==> src/rtl/mem_pkg.sv <==
// Shared types and helpers for the memory-access stage and its lane aligner.
package mem_pkg;

  // Memory operation requested by the execute stage
  typedef enum logic [1:0] {
    MOP_NONE  = 2'd0,
    MOP_LOAD  = 2'd1,
    MOP_STORE = 2'd2,
    MOP_RSVD  = 2'd3
  } mem_op_e;

  // Access size as log2 of the byte count
  typedef enum logic [1:0] {
    MSZ_B = 2'd0,
    MSZ_H = 2'd1,
    MSZ_W = 2'd2,
    MSZ_D = 2'd3
  } msize_e;

  // Stage FSM states
  typedef enum logic [1:0] {
    ST_IDLE = 2'd0,
    ST_REQ  = 2'd1,
    ST_WAIT = 2'd2,
    ST_OUT  = 2'd3
  } mas_state_e;

  // Byte-lane mask of an access of the given size, before shifting to its offset
  function automatic logic [7:0] size_mask(input logic [1:0] size);
    logic [7:0] m;
    case (size)
      2'd0:    m = 8'h01;
      2'd1:    m = 8'h03;
      2'd2:    m = 8'h0F;
      2'd3:    m = 8'hFF;
      default: m = 8'h00;
    endcase
    return m;
  endfunction

  // Address bits that must be zero for an access of the given size to be aligned
  function automatic logic [2:0] align_mask(input logic [1:0] size);
    logic [2:0] m;
    case (size)
      2'd0:    m = 3'd0;
      2'd1:    m = 3'd1;
      2'd2:    m = 3'd3;
      2'd3:    m = 3'd7;
      default: m = 3'd0;
    endcase
    return m;
  endfunction

endpackage

==> src/rtl/mem_lane_align.sv <==
// Combinational lane steering: store data/strobe placement and misalign detection on the
// incoming op, and load extraction with sign/zero extension on the returned bus beat.
module mem_lane_align
  import mem_pkg::*;
#(
  parameter int XLEN = 64
) (
  input  logic [$clog2(XLEN/8)-1:0] i_st_off,
  input  logic [1:0]                i_st_size,
  input  logic [XLEN-1:0]           i_st_wdata,
  output logic [XLEN/8-1:0]         o_st_strobe,
  output logic [XLEN-1:0]           o_st_data,
  output logic                      o_st_misalign,
  input  logic [$clog2(XLEN/8)-1:0] i_ld_off,
  input  logic [1:0]                i_ld_size,
  input  logic                      i_ld_unsigned,
  input  logic [XLEN-1:0]           i_ld_rdata,
  output logic [XLEN-1:0]           o_ld_data
);

  localparam int LANES = XLEN / 8;
  localparam int OFF_W = $clog2(LANES);

  logic [XLEN-1:0] w_rep;
  logic [XLEN-1:0] w_raw;
  logic            w_msb;
  logic            w_sext;
  int              w_nbits;

  // Replicate the low element of the store data across every lane of the beat
  always_comb begin
    w_rep = '0;
    for (int b = 0; b < LANES; b++) begin
      w_rep[b*8 +: 8] = i_st_wdata[(b & int'(align_mask(i_st_size)))*8 +: 8];
    end
  end

  assign o_st_data     = w_rep << {i_st_off, 3'b000};
  assign o_st_strobe   = LANES'(size_mask(i_st_size)) << i_st_off;
  // Sizes wider than the bus are never legal; otherwise the low address bits must be clear
  assign o_st_misalign = (int'(i_st_size) > OFF_W) ||
                         ((i_st_off & OFF_W'(align_mask(i_st_size))) != '0);

  assign w_raw = i_ld_rdata >> {i_ld_off, 3'b000};

  // Width of the loaded element and its sign bit; a full-beat load is never extended
  always_comb begin
    w_nbits = XLEN;
    w_msb   = 1'b0;
    case (i_ld_size)
      2'd0: begin w_nbits = 8;  w_msb = w_raw[7];  end
      2'd1: begin w_nbits = 16; w_msb = w_raw[15]; end
      2'd2: begin w_nbits = 32; w_msb = w_raw[31]; end
      2'd3: begin w_nbits = 64; w_msb = w_raw[(XLEN >= 64) ? 63 : XLEN-1]; end
      default: begin w_nbits = XLEN; w_msb = 1'b0; end
    endcase
    if (w_nbits > XLEN) begin
      w_nbits = XLEN;
    end else begin
      w_nbits = w_nbits;
    end
    w_sext = !i_ld_unsigned && (int'(i_ld_size) < OFF_W);
  end

  // Keep the element bits and fill the rest with the sign bit or zero
  always_comb begin
    o_ld_data = '0;
    for (int i = 0; i < XLEN; i++) begin
      if (i < w_nbits) begin
        o_ld_data[i] = w_raw[i];
      end else begin
        o_ld_data[i] = w_sext & w_msb;
      end
    end
  end

endmodule

==> src/rtl/mem_access_stage.sv <==
// Memory-access pipeline stage: accepts one op at a time from execute, issues at most one
// bus request with a valid/addr_ok/data_ok handshake, and presents a held result to writeback.
module mem_access_stage
  import mem_pkg::*;
#(
  parameter int XLEN = 64
) (
  input  logic                clk,
  input  logic                reset,
  input  logic                in_valid,
  output logic                in_ready,
  input  logic [1:0]          in_mem_op,
  input  logic [1:0]          in_size,
  input  logic                in_unsigned,
  input  logic [XLEN-1:0]     in_addr,
  input  logic [XLEN-1:0]     in_wdata,
  input  logic [XLEN-1:0]     in_result,
  output logic                out_valid,
  input  logic                out_ready,
  output logic [XLEN-1:0]     out_result,
  output logic                out_misalign,
  output logic                dreq_valid,
  output logic [XLEN-1:0]     dreq_addr,
  output logic [1:0]          dreq_size,
  output logic [XLEN/8-1:0]   dreq_strobe,
  output logic [XLEN-1:0]     dreq_data,
  input  logic                dresp_addr_ok,
  input  logic                dresp_data_ok,
  input  logic [XLEN-1:0]     dresp_data
);

  localparam int LANES = XLEN / 8;
  localparam int OFF_W = $clog2(LANES);

  mas_state_e        r_state;
  mem_op_e           r_op;
  logic [1:0]        r_size;
  logic              r_unsigned;
  logic [XLEN-1:0]   r_addr;
  logic [LANES-1:0]  r_strobe;
  logic [XLEN-1:0]   r_dreq_data;
  logic              r_dreq_valid;
  logic              r_out_valid;
  logic [XLEN-1:0]   r_out_result;
  logic              r_out_misalign;

  mem_op_e           w_in_op;
  logic              w_is_mem;
  logic              w_is_store;
  logic              w_accept;
  logic [LANES-1:0]  w_st_strobe;
  logic [XLEN-1:0]   w_st_data;
  logic              w_st_misalign;
  logic [XLEN-1:0]   w_ld_data;
  logic [XLEN-1:0]   w_done_result;

  assign w_in_op    = mem_op_e'(in_mem_op);
  assign w_is_mem   = (w_in_op == MOP_LOAD) || (w_in_op == MOP_STORE);
  assign w_is_store = (w_in_op == MOP_STORE);
  // Ready in IDLE, or in OUT when writeback takes the current result this cycle
  assign in_ready   = (r_state == ST_IDLE) || ((r_state == ST_OUT) && out_ready);
  assign w_accept   = in_valid && in_ready;
  // Stores write back zero; loads write back the extracted element
  assign w_done_result = (r_op == MOP_STORE) ? '0 : w_ld_data;

  mem_lane_align #(.XLEN(XLEN)) u_align (
    .i_st_off      (in_addr[OFF_W-1:0]),
    .i_st_size     (in_size),
    .i_st_wdata    (in_wdata),
    .o_st_strobe   (w_st_strobe),
    .o_st_data     (w_st_data),
    .o_st_misalign (w_st_misalign),
    .i_ld_off      (r_addr[OFF_W-1:0]),
    .i_ld_size     (r_size),
    .i_ld_unsigned (r_unsigned),
    .i_ld_rdata    (dresp_data),
    .o_ld_data     (w_ld_data)
  );

  // Stage FSM with request register and registered writeback/bus outputs
  always_ff @(posedge clk) begin
    if (reset) begin
      r_state        <= ST_IDLE;
      r_op           <= MOP_NONE;
      r_size         <= 2'd0;
      r_unsigned     <= 1'b0;
      r_addr         <= '0;
      r_strobe       <= '0;
      r_dreq_data    <= '0;
      r_dreq_valid   <= 1'b0;
      r_out_valid    <= 1'b0;
      r_out_result   <= '0;
      r_out_misalign <= 1'b0;
    end else if (w_accept) begin
      r_op       <= w_in_op;
      r_size     <= in_size;
      r_unsigned <= in_unsigned;
      r_addr     <= in_addr;
      if (!w_is_mem) begin
        r_state        <= ST_OUT;
        r_out_valid    <= 1'b1;
        r_out_result   <= in_result;
        r_out_misalign <= 1'b0;
        r_dreq_valid   <= 1'b0;
        r_strobe       <= '0;
        r_dreq_data    <= '0;
      end else if (w_st_misalign) begin
        // Misaligned accesses never reach the bus; the faulting address goes to writeback
        r_state        <= ST_OUT;
        r_out_valid    <= 1'b1;
        r_out_result   <= in_addr;
        r_out_misalign <= 1'b1;
        r_dreq_valid   <= 1'b0;
        r_strobe       <= '0;
        r_dreq_data    <= '0;
      end else begin
        r_state        <= ST_REQ;
        r_out_valid    <= 1'b0;
        r_out_result   <= '0;
        r_out_misalign <= 1'b0;
        r_dreq_valid   <= 1'b1;
        r_strobe       <= w_is_store ? w_st_strobe : '0;
        r_dreq_data    <= w_is_store ? w_st_data : '0;
      end
    end else begin
      case (r_state)
        ST_REQ: begin
          if (dresp_addr_ok) begin
            r_dreq_valid <= 1'b0;
            if (dresp_data_ok) begin
              r_state        <= ST_OUT;
              r_out_valid    <= 1'b1;
              r_out_misalign <= 1'b0;
              r_out_result   <= w_done_result;
            end else begin
              r_state <= ST_WAIT;
            end
          end else begin
            r_state <= ST_REQ;
          end
        end
        ST_WAIT: begin
          if (dresp_data_ok) begin
            r_state        <= ST_OUT;
            r_out_valid    <= 1'b1;
            r_out_misalign <= 1'b0;
            r_out_result   <= w_done_result;
          end else begin
            r_state <= ST_WAIT;
          end
        end
        ST_OUT: begin
          if (out_ready) begin
            r_state     <= ST_IDLE;
            r_out_valid <= 1'b0;
          end else begin
            r_state <= ST_OUT;
          end
        end
        ST_IDLE: begin
          r_state <= ST_IDLE;
        end
        default: begin
          r_state      <= ST_IDLE;
          r_dreq_valid <= 1'b0;
          r_out_valid  <= 1'b0;
        end
      endcase
    end
  end

  assign out_valid    = r_out_valid;
  assign out_result   = r_out_result;
  assign out_misalign = r_out_misalign;
  assign dreq_valid   = r_dreq_valid;
  assign dreq_addr    = r_addr;
  assign dreq_size    = r_size;
  assign dreq_strobe  = r_strobe;
  assign dreq_data    = r_dreq_data;

endmodule

==> config.mk <==
export PLATFORM = sky130hd
export DESIGN_NAME = mem_access_stage
export DESIGN_NICKNAME = d
export VERILOG_FILES = /design/src/rtl/mem_pkg.sv /design/src/rtl/mem_lane_align.sv /design/src/rtl/mem_access_stage.sv
export SDC_FILE = /design/constraint.sdc
export NUM_CORES = 1
export LEC_CHECK = 0
export ABC_AREA = 1
export CELL_PAD_IN_SITES_DETAIL_PLACEMENT = 1
export CELL_PAD_IN_SITES_GLOBAL_PLACEMENT = 1
export CORE_ASPECT_RATIO = 0.7
export CORE_MARGIN = 5
export CORE_UTILIZATION = 33
export DETAILED_ROUTE_END_ITERATION = 10
export GPL_ROUTABILITY_DRIVEN = 0
export PLACE_DENSITY = 0.95
export REMOVE_ABC_BUFFERS = 1
export SLEW_MARGIN = 10
export SYNTH_ARGS = -nofsm -noshare
export SYNTH_HDL_FRONTEND = slang
export SYNTH_SLANG_ARGS = --single-unit
==> constraint.sdc <==
create_clock -name clk -period 5.42 [get_ports clk]
set_clock_uncertainty 0.15 [all_clocks]
set_input_delay 0.813 -clock clk [delete_from_list [all_inputs] [get_ports clk]]
set_output_delay 0.813 -clock clk [all_outputs]
set_load 0.1 [all_outputs]
==> flow_summary.yaml, run 1 <==
run_status:
  status: "complete, no violations"
worst_hold_path:
  whs_endpoint: "dreq_addr[20]"
  min_from: "dreq_addr[20]"
  hold_depth: 2
  hp-class: "reg -> reg"
yosys:
  yosysWarningCount: 0
  syn_area_per_cell_um2: 6.10
  syn_area_um2: 13000
  ys_dominant_reg_cell: "dfxtp_1"
  synthSimpleGateAreaFrac_pct: 33.9
  yosysSeqAreaShare_pct: 32.3
  synthDominantAreaCellType: "dfxtp_1"
  syn_inst: 2135
  ys_ff_latch: 210
  synthArstFlopShare_pct: 0
  yosys.area_share.adder_pct: 0.481
  synth_top_area_share_pct: 32.3
  synth-xor-area-share_pct: 0
  synth_edf_count: 0
  synth-compound-area-share_pct: 23.7
  ys_types: 46
  synth_top_family_by_area: "simple AND/OR/NAND/NOR gates"
  synthMuxAreaShare_pct: 0.154
  yosys-top-cells-area: "dfxtp_1 (32%), nand2_1 (18%), a21oi_1 (10%)"
setup_path:
  rr_endpoint: "out_result[31]"
  required_ps: 5730
  critPathMaxStageDelay_ps: 800
  end_kind: "flop"
  reg2regPathDepth: 11
  cp.arrival_ps: 4530
  cp_cell_sequence: "clkdlybuf4s50_1 > nand2_4 > inv_2 > nand2_1 > nand2_1 > nand3_2 > o21ai_0 > nor2_1 > a21oi_1"
  r2r_slack_ps: 1730
  critPathKind: "in -> reg"
  r2r-start: "r_state[0]"
  startpoint_type: "primary input"
  critPathSlowestCell: "clkdlybuf4s50_1"
  worstPathMaxFanout: 40
  cpMostUsedCell: "nand2_1"
power:
  p_sw_mw: 4.18
  seqPwrFrac_pct: 24.2
  ir_worst_vdd_mv: 0.208
  powerDensity_nw_per_um2: 437
  clockPowerShare_pct: 23.7
  power.internal_mw: 3.98
  finalPower_mw: 8.16
  swShare_pct: 51.2
  p_leak_nw: 7.52
  combPwrFrac_pct: 52.1
final_layout:
  nets: 2758
  fill_cells: 4995
  area_delta_synth_final_pct: 43.5
  fin_cells: 3041
  drive_gt1_share_pct: 5.15
sta:
  fin_crit_ps: 4220
  rsz0062_at_grt: "no"
  fmax_mhz: 237
  min_period_over_period_pct: 77.9
  maxSlewViolCount: 0
  slew_headroom_pct: 15.8
  tightest_slew_ps: 1260
  setup_viol: 0
  final-hold-violation-count: 0
cts:
  cts_made_buffers: 25
  clockRootBuffer: "clkbuf_16"
  cts_sinks: 210
  htreeDepth: 1
  clk_latency_ps: 550
  cts_hold_buf: 0
  post_cts_resized: 0
  post-cts-setup-buffers: 0
  tritoncts: "done"
  ctsLongestPathBuffers: 3
  path_clk_slew_ps: 60
route:
  first_pass_iters: 6
  drc_errors: 0
  dr_total_vias: 17000
  wire_per_inst_um: 22.4
  wl_um: 68200
  ant_nets: 0
  drtIter0Drc: 1151
  vias_per_cell: 5.60
die:
  dieWidth_um: 247
  io_pins: 473
  num_rows: 60
  fp.dieArea_um2: 43600
  coreArea_um2: 38700
  die_h_um: 176
  initial_core_util_pct: 33.7
global_routing:
  grt_pass1_wl_um: 102000
  grt_overflow: 0
  grt_use_total_pct: 29.4
  antenna_found_initial: 13
  grt_start_max_net_pins: 78
  grt_pass1_vias: 17500
place:
  place_inst: 2986
  dp_hpwl_um: 48300
  port-buffer-count: 472
flow_run:
  drv_cap: 0
## Yosys cell counts, types with 7 or more instances
| library cell | n |
|---|---|
| buf_6 | 11 |
| inv_1 | 92 |
| or2_2 | 29 |
| a31oi_1 | 16 |
| nand2_1 | 634 |
| o211ai_1 | 9 |
| o21ai_1 | 29 |
| inv_2 | 7 |
| dfxtp_1 | 210 |
| nand3_1 | 209 |
| a21oi_1 | 264 |
| buf_1 | 20 |
| nor2_1 | 167 |
| o21ai_0 | 233 |
| clkbuf_1 | 76 |
| buf_4 | 18 |
| a21boi_0 | 7 |
| buf_2 | 40 |
| o31ai_1 | 7 |
| o21a_1 | 7 |
## per-layer routing
metal	part of all wire (%)	track usage, %	vias up
li1	-	-	7768
met1	38	34.0	8275
met2	48	51.1	798
met3	8.8	7.51	194
met4	5.0	13.4	4
met5	0.044	0	-
## area by class of cell
class | count | area (um^2) | share of cell area (%)
antenna | 11 | 27.5 | 0.147
clock buffer | 29 | 671 | 3.59
clock inverter | 15 | 245 | 1.31
inverter | 102 | 388 | 2.08
multi-input combinational | 1653 | 7590 | 40.7
sequential | 210 | 4210 | 22.5
tap | 527 | 659 | 3.53
timing repair buffer | 494 | 4880 | 26.1
## sequential cells by signal, indices dropped and copies added, names as in the netlist
name,count
dreq_addr,64
dreq_data,64
out_result,64
dreq_strobe,8
dreq_size,2
r_op,2
r_state,2
dreq_valid,1
out_misalign,1
out_valid,1
r_unsigned,1
## layout by cell type (no fill, tap or decap), types with 3 or more instances in the layout
| cell type | instances |
|---|---|
| diode_2 | 11 |
| nand2_1 | 634 |
| inv_2 | 9 |
| clkbuf_16 | 25 |
| a21boi_0 | 7 |
| o31ai_1 | 7 |
| nand2_2 | 4 |
| o22ai_1 | 3 |
| a21oi_1 | 264 |
| or2_2 | 29 |
| clkinv_2 | 5 |
| nand3_1 | 208 |
| a22oi_1 | 5 |
| buf_4 | 23 |
| clkdlybuf4s50_1 | 470 |
| clkbuf_8 | 3 |
| o211ai_1 | 9 |
| o21ai_1 | 29 |
| nand2_4 | 4 |
| o21ai_0 | 233 |
| o21a_1 | 7 |
| bufinv_16 | 6 |
| nor2_1 | 167 |
| dfxtp_2 | 3 |
| inv_1 | 88 |
| ha_1 | 5 |
| dfxtp_1 | 207 |
| a31oi_1 | 16 |
## cell families after synthesis
family | after synthesis
AND/OR/NAND/NOR | 1058
flip-flops | 210
buffers and inverters | 272
multiplexers | 2
adder cells (fa/ha/maj) | 5
AO/OA/AOI/OAI | 588
## power by group through the flow
| stage | Sequential [mW] | Combinational (mW) | Clock, mW |
|---|---|---|---|
| after floorplan | 3.61 | 1.20 | 0 |
| after global placement | 1.98 | 4.14 | 0 |
| after detailed placement | 2.00 | 4.21 | 0 |
| after CTS | 1.97 | 4.25 | 1.96 |
| after global routing | 2.00 | 4.46 | 2.03 |
| final | 1.97 | 4.25 | 1.93 |
## worst max-delay path, delay by kind of cell
family,cells,cell delay [ps]
AND/OR/NAND/NOR,5,1570
buffers and inverters,2,1340
AO/OA/AOI/OAI,2,760
## worst max-delay path by stage
stage | startpoint | endpoint | slack [ps] | cells past startpoint
after floorplan | out_ready | out_result[7] | -500 | 9
after global placement | in_size[1] | out_result[55] | 1040 | 9
after detailed placement | in_size[1] | out_result[45] | 810 | 9
after CTS | in_size[1] | out_result[60] | 1300 | 9
after global routing | in_size[1] | out_result[60] | 990 | 9
final | in_size[1] | out_result[60] | 1200 | 9
## metrics by stage
stage | setup WS, ps | util (%) | instance area [um^2] | setup TNS [ps] | hold WS, ps
floorplan | -500 | - | 12200 | -29690 | 306
global placement | 1040 | 45.9 | 17700 | 0 | 305
detailed placement | 806 | 45.9 | 17700 | 0 | 308
CTS | 1300 | 48.2 | 18600 | 0 | 320
global route | 988 | 48.3 | 18700 | 0 | 337
finish | 1200 | 48.3 | 18700 | 0 | 316
Power figures use the tool's default switching activity.
==> inputs of run 2 (changes only) <==
--- a/config.mk
+++ b/config.mk
@@ -10,10 +10,10 @@
 export CELL_PAD_IN_SITES_GLOBAL_PLACEMENT = 1
 export CORE_ASPECT_RATIO = 0.7
 export CORE_MARGIN = 5
-export CORE_UTILIZATION = 33
+export CORE_UTILIZATION = 27
 export DETAILED_ROUTE_END_ITERATION = 10
 export GPL_ROUTABILITY_DRIVEN = 0
-export PLACE_DENSITY = 0.95
+export PLACE_DENSITY = 0.88
 export REMOVE_ABC_BUFFERS = 1
 export SLEW_MARGIN = 10
 export SYNTH_ARGS = -nofsm -noshare
==> constraint.sdc (replaced) <==
create_clock -name clk -period 3.6 [get_ports clk]
set_clock_uncertainty 0.15 [all_clocks]
set_input_delay 0.54 -clock clk [delete_from_list [all_inputs] [get_ports clk]]
set_output_delay 0.54 -clock clk [all_outputs]
set_load 0.1 [all_outputs]
==> run 2 against run 1 <==
Design area increased by 0.91%. Sequential cell count unchanged. Routed wire length up 2.3%. Non-clock buffer count grew 17. Critical endpoint is now out_result[11]. Via count fell by 1.7%. Highest routed layer unchanged. Clock power increased by 37%. Clock-buffer cell count grew 3. Global-route usage shrank 4.3 points.
==> flow_summary.yaml, run 2 (synthesis gave the netlist of run 1 again) <==
run_status:
  status: "complete, no violations"
sta:
  fin_hold_ws_ps: 314
  setup_tns_ps: 0
  min_period_over_period_pct: 80.1
  fmax_mhz: 347
  final-hold-violation-count: 0
  setup_viol: 0
  slew_headroom_pct: 28.0
  rsz0062_at_grt: "no"
  maxSlewViolCount: 0
  setup_slack_ps: 718
  tightest_slew_ps: 1080
  fin_crit_ps: 2880
setup_path:
  critPathSlowestCell: "clkdlybuf4s50_1"
  rr_endpoint: "out_result[54]"
  crit_family: "buffers and inverters"
  required_ps: 2910
  end_kind: "output pin"
  r2r-start: "dreq_size[1]"
  cp.arrival_ps: 2190
  cp_cell_sequence: "clkdlybuf4s50_1"
  reg2regPathDepth: 9
  critPathMaxStageDelay_ps: 1190
  r2r_slack_ps: 830
  cp.buffers_inverters: 1
  worstPathMaxFanout: 2
  critPathKind: "reg -> out"
  startpoint_type: "flop"
cts:
  cts_hold_buf: 0
  htreeDepth: 1
  cts_made_buffers: 25
  ctsLongestPathBuffers: 3
  tritoncts: "done"
  cts_sinks: 210
  clockRootBuffer: "clkbuf_16"
  clk_latency_ps: 560
  path_clk_slew_ps: 60
  post_cts_resized: 0
  post-cts-setup-buffers: 0
global_routing:
  grt_use_total_pct: 25.1
  grt_pass1_wl_um: 106000
  grt_pass1_vias: 17600
  grt_overflow: 0
  grt_start_max_net_pins: 105
  antenna_found_initial: 8
place:
  place_inst: 3097
  dp_hpwl_um: 50900
  port-buffer-count: 472
  dp_slack_ps: 326
power:
  ir_worst_vdd_mv: 0.312
  p_leak_nw: 7.61
  powerDensity_nw_per_um2: 639
route:
  vias_per_cell: 5.32
  wl_um: 69800
  dr_total_vias: 16700
  drc_errors: 0
  drtIter0Drc: 1105
  first_pass_iters: 5
  wire_per_inst_um: 22.2
  ant_nets: 0
worst_hold_path:
  min_from: "dreq_addr[19]"
  whs_endpoint: "dreq_addr[19]"
  hp-class: "reg -> reg"
  hold_depth: 2
final_layout:
  final_common_cell: "nand2_1"
  area_delta_synth_final_pct: 44.8
  fin_cells: 3145
  nets: 2775
  final_cell_mix: "nand2_1 (634), clkdlybuf4s50_1 (454), a21oi_1 (264)"
  drive_gt1_share_pct: 6.35
die:
  fp.dieArea_um2: 52800
  io_pins: 473
  dieWidth_um: 272
  die_h_um: 194
  num_rows: 67
  coreArea_um2: 47800
  initial_core_util_pct: 27.2
flow_run:
  drv_cap: 0
-- run 2: cell count changes in the layout (fill, tap and decap cells not counted), moves of 2 or more --
cell             delta
clkinv_2            +3
clkbuf_1            +2
buf_12              +6
buf_4              +27
bufinv_16           -4
clkdlybuf4s50_1    -16
diode_2             -7
-- run 2: how the worst max path moves through the flow --
stage / start / slack, ps / cells after the start / end
2_1_floorplan: out_ready / -2050 / 9 / out_result[7]
3_3_place_gp: in_size[1] / 480 / 10 / out_result[31]
3_5_place_dp: in_size[1] / 330 / 10 / out_result[53]
4_1_cts: out_result[11] / 710 / 1 / out_result[11]
5_1_grt: dreq_addr[0] / 560 / 13 / out_result[46]
6_report: out_result[11] / 720 / 1 / out_result[11]
-- run 2: cell type report --
cell class              instances  area [um^2]
fillers                      6154        28900
multi-input cells            1653         7600
repair buffers                511         5040
flip-flops and latches        210         4210
well taps                     621          777
clock buffers                  32          692
inverters                     102          388
clock inverters                12          124
diodes                          4         10.0
-- run 2: layer usage --
layer | wire length, um | track usage (%)
met1 | 29000 | 30.8
met3 | 5620 | 6.75
met4 | 1960 | 6.79
met5 | 87 | 0
met2 | 33100 | 43.4
-- run 2: per-stage QoR --
stage | cell area (um^2) | utilization [%] | total power [mW]
floorplan | 12200 | - | 7.23
global placement | 18000 | 37.7 | 9.32
detailed placement | 18000 | 37.7 | 9.46
CTS | 18800 | 39.4 | 12.1
global route | 18800 | 39.4 | 12.6
finish | 18800 | 39.4 | 12.0
-- run 2: report_power, final --
group          switching, mW  total, mW  internal [mW]
sequential             0.223       2.91           2.69
combinational           4.90       6.49           1.59
clock                   1.14       2.64           1.50
total                   6.27       12.0           5.77
==> inputs of run 3 (changes only) <==
==> constraint.sdc (replaced) <==
create_clock -name clk -period 2.6 [get_ports clk]
set_clock_uncertainty 0.15 [all_clocks]
set_input_delay 0.39 -clock clk [delete_from_list [all_inputs] [get_ports clk]]
set_output_delay 0.39 -clock clk [all_outputs]
set_load 0.1 [all_outputs]
==> run 3 against run 2 <==
First-iteration DRC count grew 1.8%. Via count grew 1.0%. Clock power up 42%. Routed wire length down 0.84%. Utilization grew 0.44 points. Critical path type is now reg -> reg. Largest power group unchanged. Highest routed layer unchanged.
==> flow_summary.yaml, run 3 (synthesis gave the netlist of run 1 again) <==
flow_run:
  drv_cap: 0
global_routing:
  grt_pass1_wl_um: 105000
  grt_overflow: 0
  grt_start_max_net_pins: 111
  grt_pass1_vias: 17700
  grt_use_total_pct: 24.9
  antenna_found_initial: 18
power:
  powerDensity_nw_per_um2: 887
  ir_worst_vdd_mv: 0.391
  finalPower_mw: 16.9
  p_leak_nw: 8.33
die:
  num_rows: 67
  initial_core_util_pct: 27.2
  coreArea_um2: 47800
  io_pins: 473
  die_h_um: 194
  dieWidth_um: 272
  fp.dieArea_um2: 52800
final_layout:
  area_delta_synth_final_pct: 46.4
  final_cell_mix: "nand2_1 (634), buf_4 (282), a21oi_1 (264), clkdlybuf4s50_1 (264), o21ai_0 (233)"
  fin_cells: 3206
  finish.utilization_pct: 39.9
  fill_cells: 6099
  drive_gt1_share_pct: 16.0
  nets: 2834
  final_common_cell: "nand2_1"
setup_path:
  required_ps: 2880
  critPathKind: "reg -> reg"
  end_kind: "flop"
  worstPathMaxFanout: 43
  cp.arrival_ps: 2690
  startpoint_type: "flop"
route:
  vias_per_cell: 5.28
  wl_um: 69200
  drc_errors: 0
  first_pass_iters: 5
  dr_total_vias: 16900
  ant_nets: 0
  wire_per_inst_um: 21.6
  drtIter0Drc: 1125
cts:
  cts_sinks: 210
  cts_hold_buf: 0
  post-cts-setup-buffers: 0
  clockRootBuffer: "clkbuf_16"
  htreeDepth: 1
  ctsLongestPathBuffers: 3
  cts_made_buffers: 25
  clk_latency_ps: 550
  tritoncts: "done"
  post_cts_resized: 0
  path_clk_slew_ps: 70
sta:
  fin_hold_ws_ps: 207
  setup_viol: 0
  fin_crit_ps: 2410
  slew_headroom_pct: 58.8
  rsz0062_at_grt: "no"
  maxSlewViolCount: 0
  min_period_over_period_pct: 92.8
  tightest_slew_ps: 617
  final-hold-violation-count: 0
  fmax_mhz: 414
place:
  place_inst: 3156
  dp_hpwl_um: 52100
  port-buffer-count: 472
run_status:
  status: "complete, no violations"
worst_hold_path:
  hp-class: "in -> reg"
[run 3: cell types whose count changed in the layout (fill, tap and decap cells not counted)]
cell             previous run  this run
buf_12                      6        23
buf_4                      50       282
bufinv_16                   2         3
clkbuf_1                    3         1
clkdlybuf4s50_1           454       264
clkinv_2                    8        11
clkinv_4                    2         0
clkinvlp_4                  1         2
diode_2                     4         5
[run 3: where the power goes]
part	leakage [nW]	switching, mW	internal, mW
Combinational	6.19	6.83	2.30
Sequential	1.72	0.314	3.72
Clock	0.420	1.57	2.17
[run 3: path summary, 6_finish.rpt]
| check | startpoint | to | depth (start not counted) | slack, ps |
|---|---|---|---|---|
| max | r_state[0] | out_result[43] | 11 | 190 |
| min | reset | dreq_data[59] | 3 | 210 |
| max reg2reg | r_state[0] | out_result[43] | 11 | 190 |
| min reg2reg | dreq_addr[10] | dreq_addr[10] | 2 | 320 |
[run 3: area by class of cell]
cell class,instances,area [um^2],area share (%)
Sequential cell,210,4210,22.1
Antenna cell,5,12.5,0.0657
Timing Repair Buffer,570,5230,27.4
Tap cell,621,777,4.08
Clock buffer,30,684,3.59
Inverter,102,388,2.04
Multi-Input combinational cell,1653,7600,39.9
Clock inverter,15,159,0.834
[run 3: routing by layer]
metal  wire (um)  GRT usage, %  share of wire [%]  vias up
li1            -             -                  -     7906
met1       28300          30.3                 41     8180
met2       33100          43.6                 48      658
met3        5740          6.98                8.3      142
met4        1900          6.36                2.7       28
met5         183             0               0.26        -
[run 3: worst max-delay path, cell delays in order (launching register included)]
cell and delay (ps):
dfxtp_1 380, inv_1 90, ha_1 210, a21o_2 230
nand2_4 110, buf_4 210, nand3_1 140, nand3_4 150
inv_2 80, buf_12 160, o21ai_0 250, a21oi_1 60
[run 3: stage by stage]
step                setup TNS (ps)  setup slack, ps  instance area, um^2
floorplan                  -407550            -3040                12200
global placement             -1070            -87.0                18200
detailed placement           -3280             -105                18200
CTS                              0              190                19000
global route                     0             64.0                19000
finish                           0              187                19100
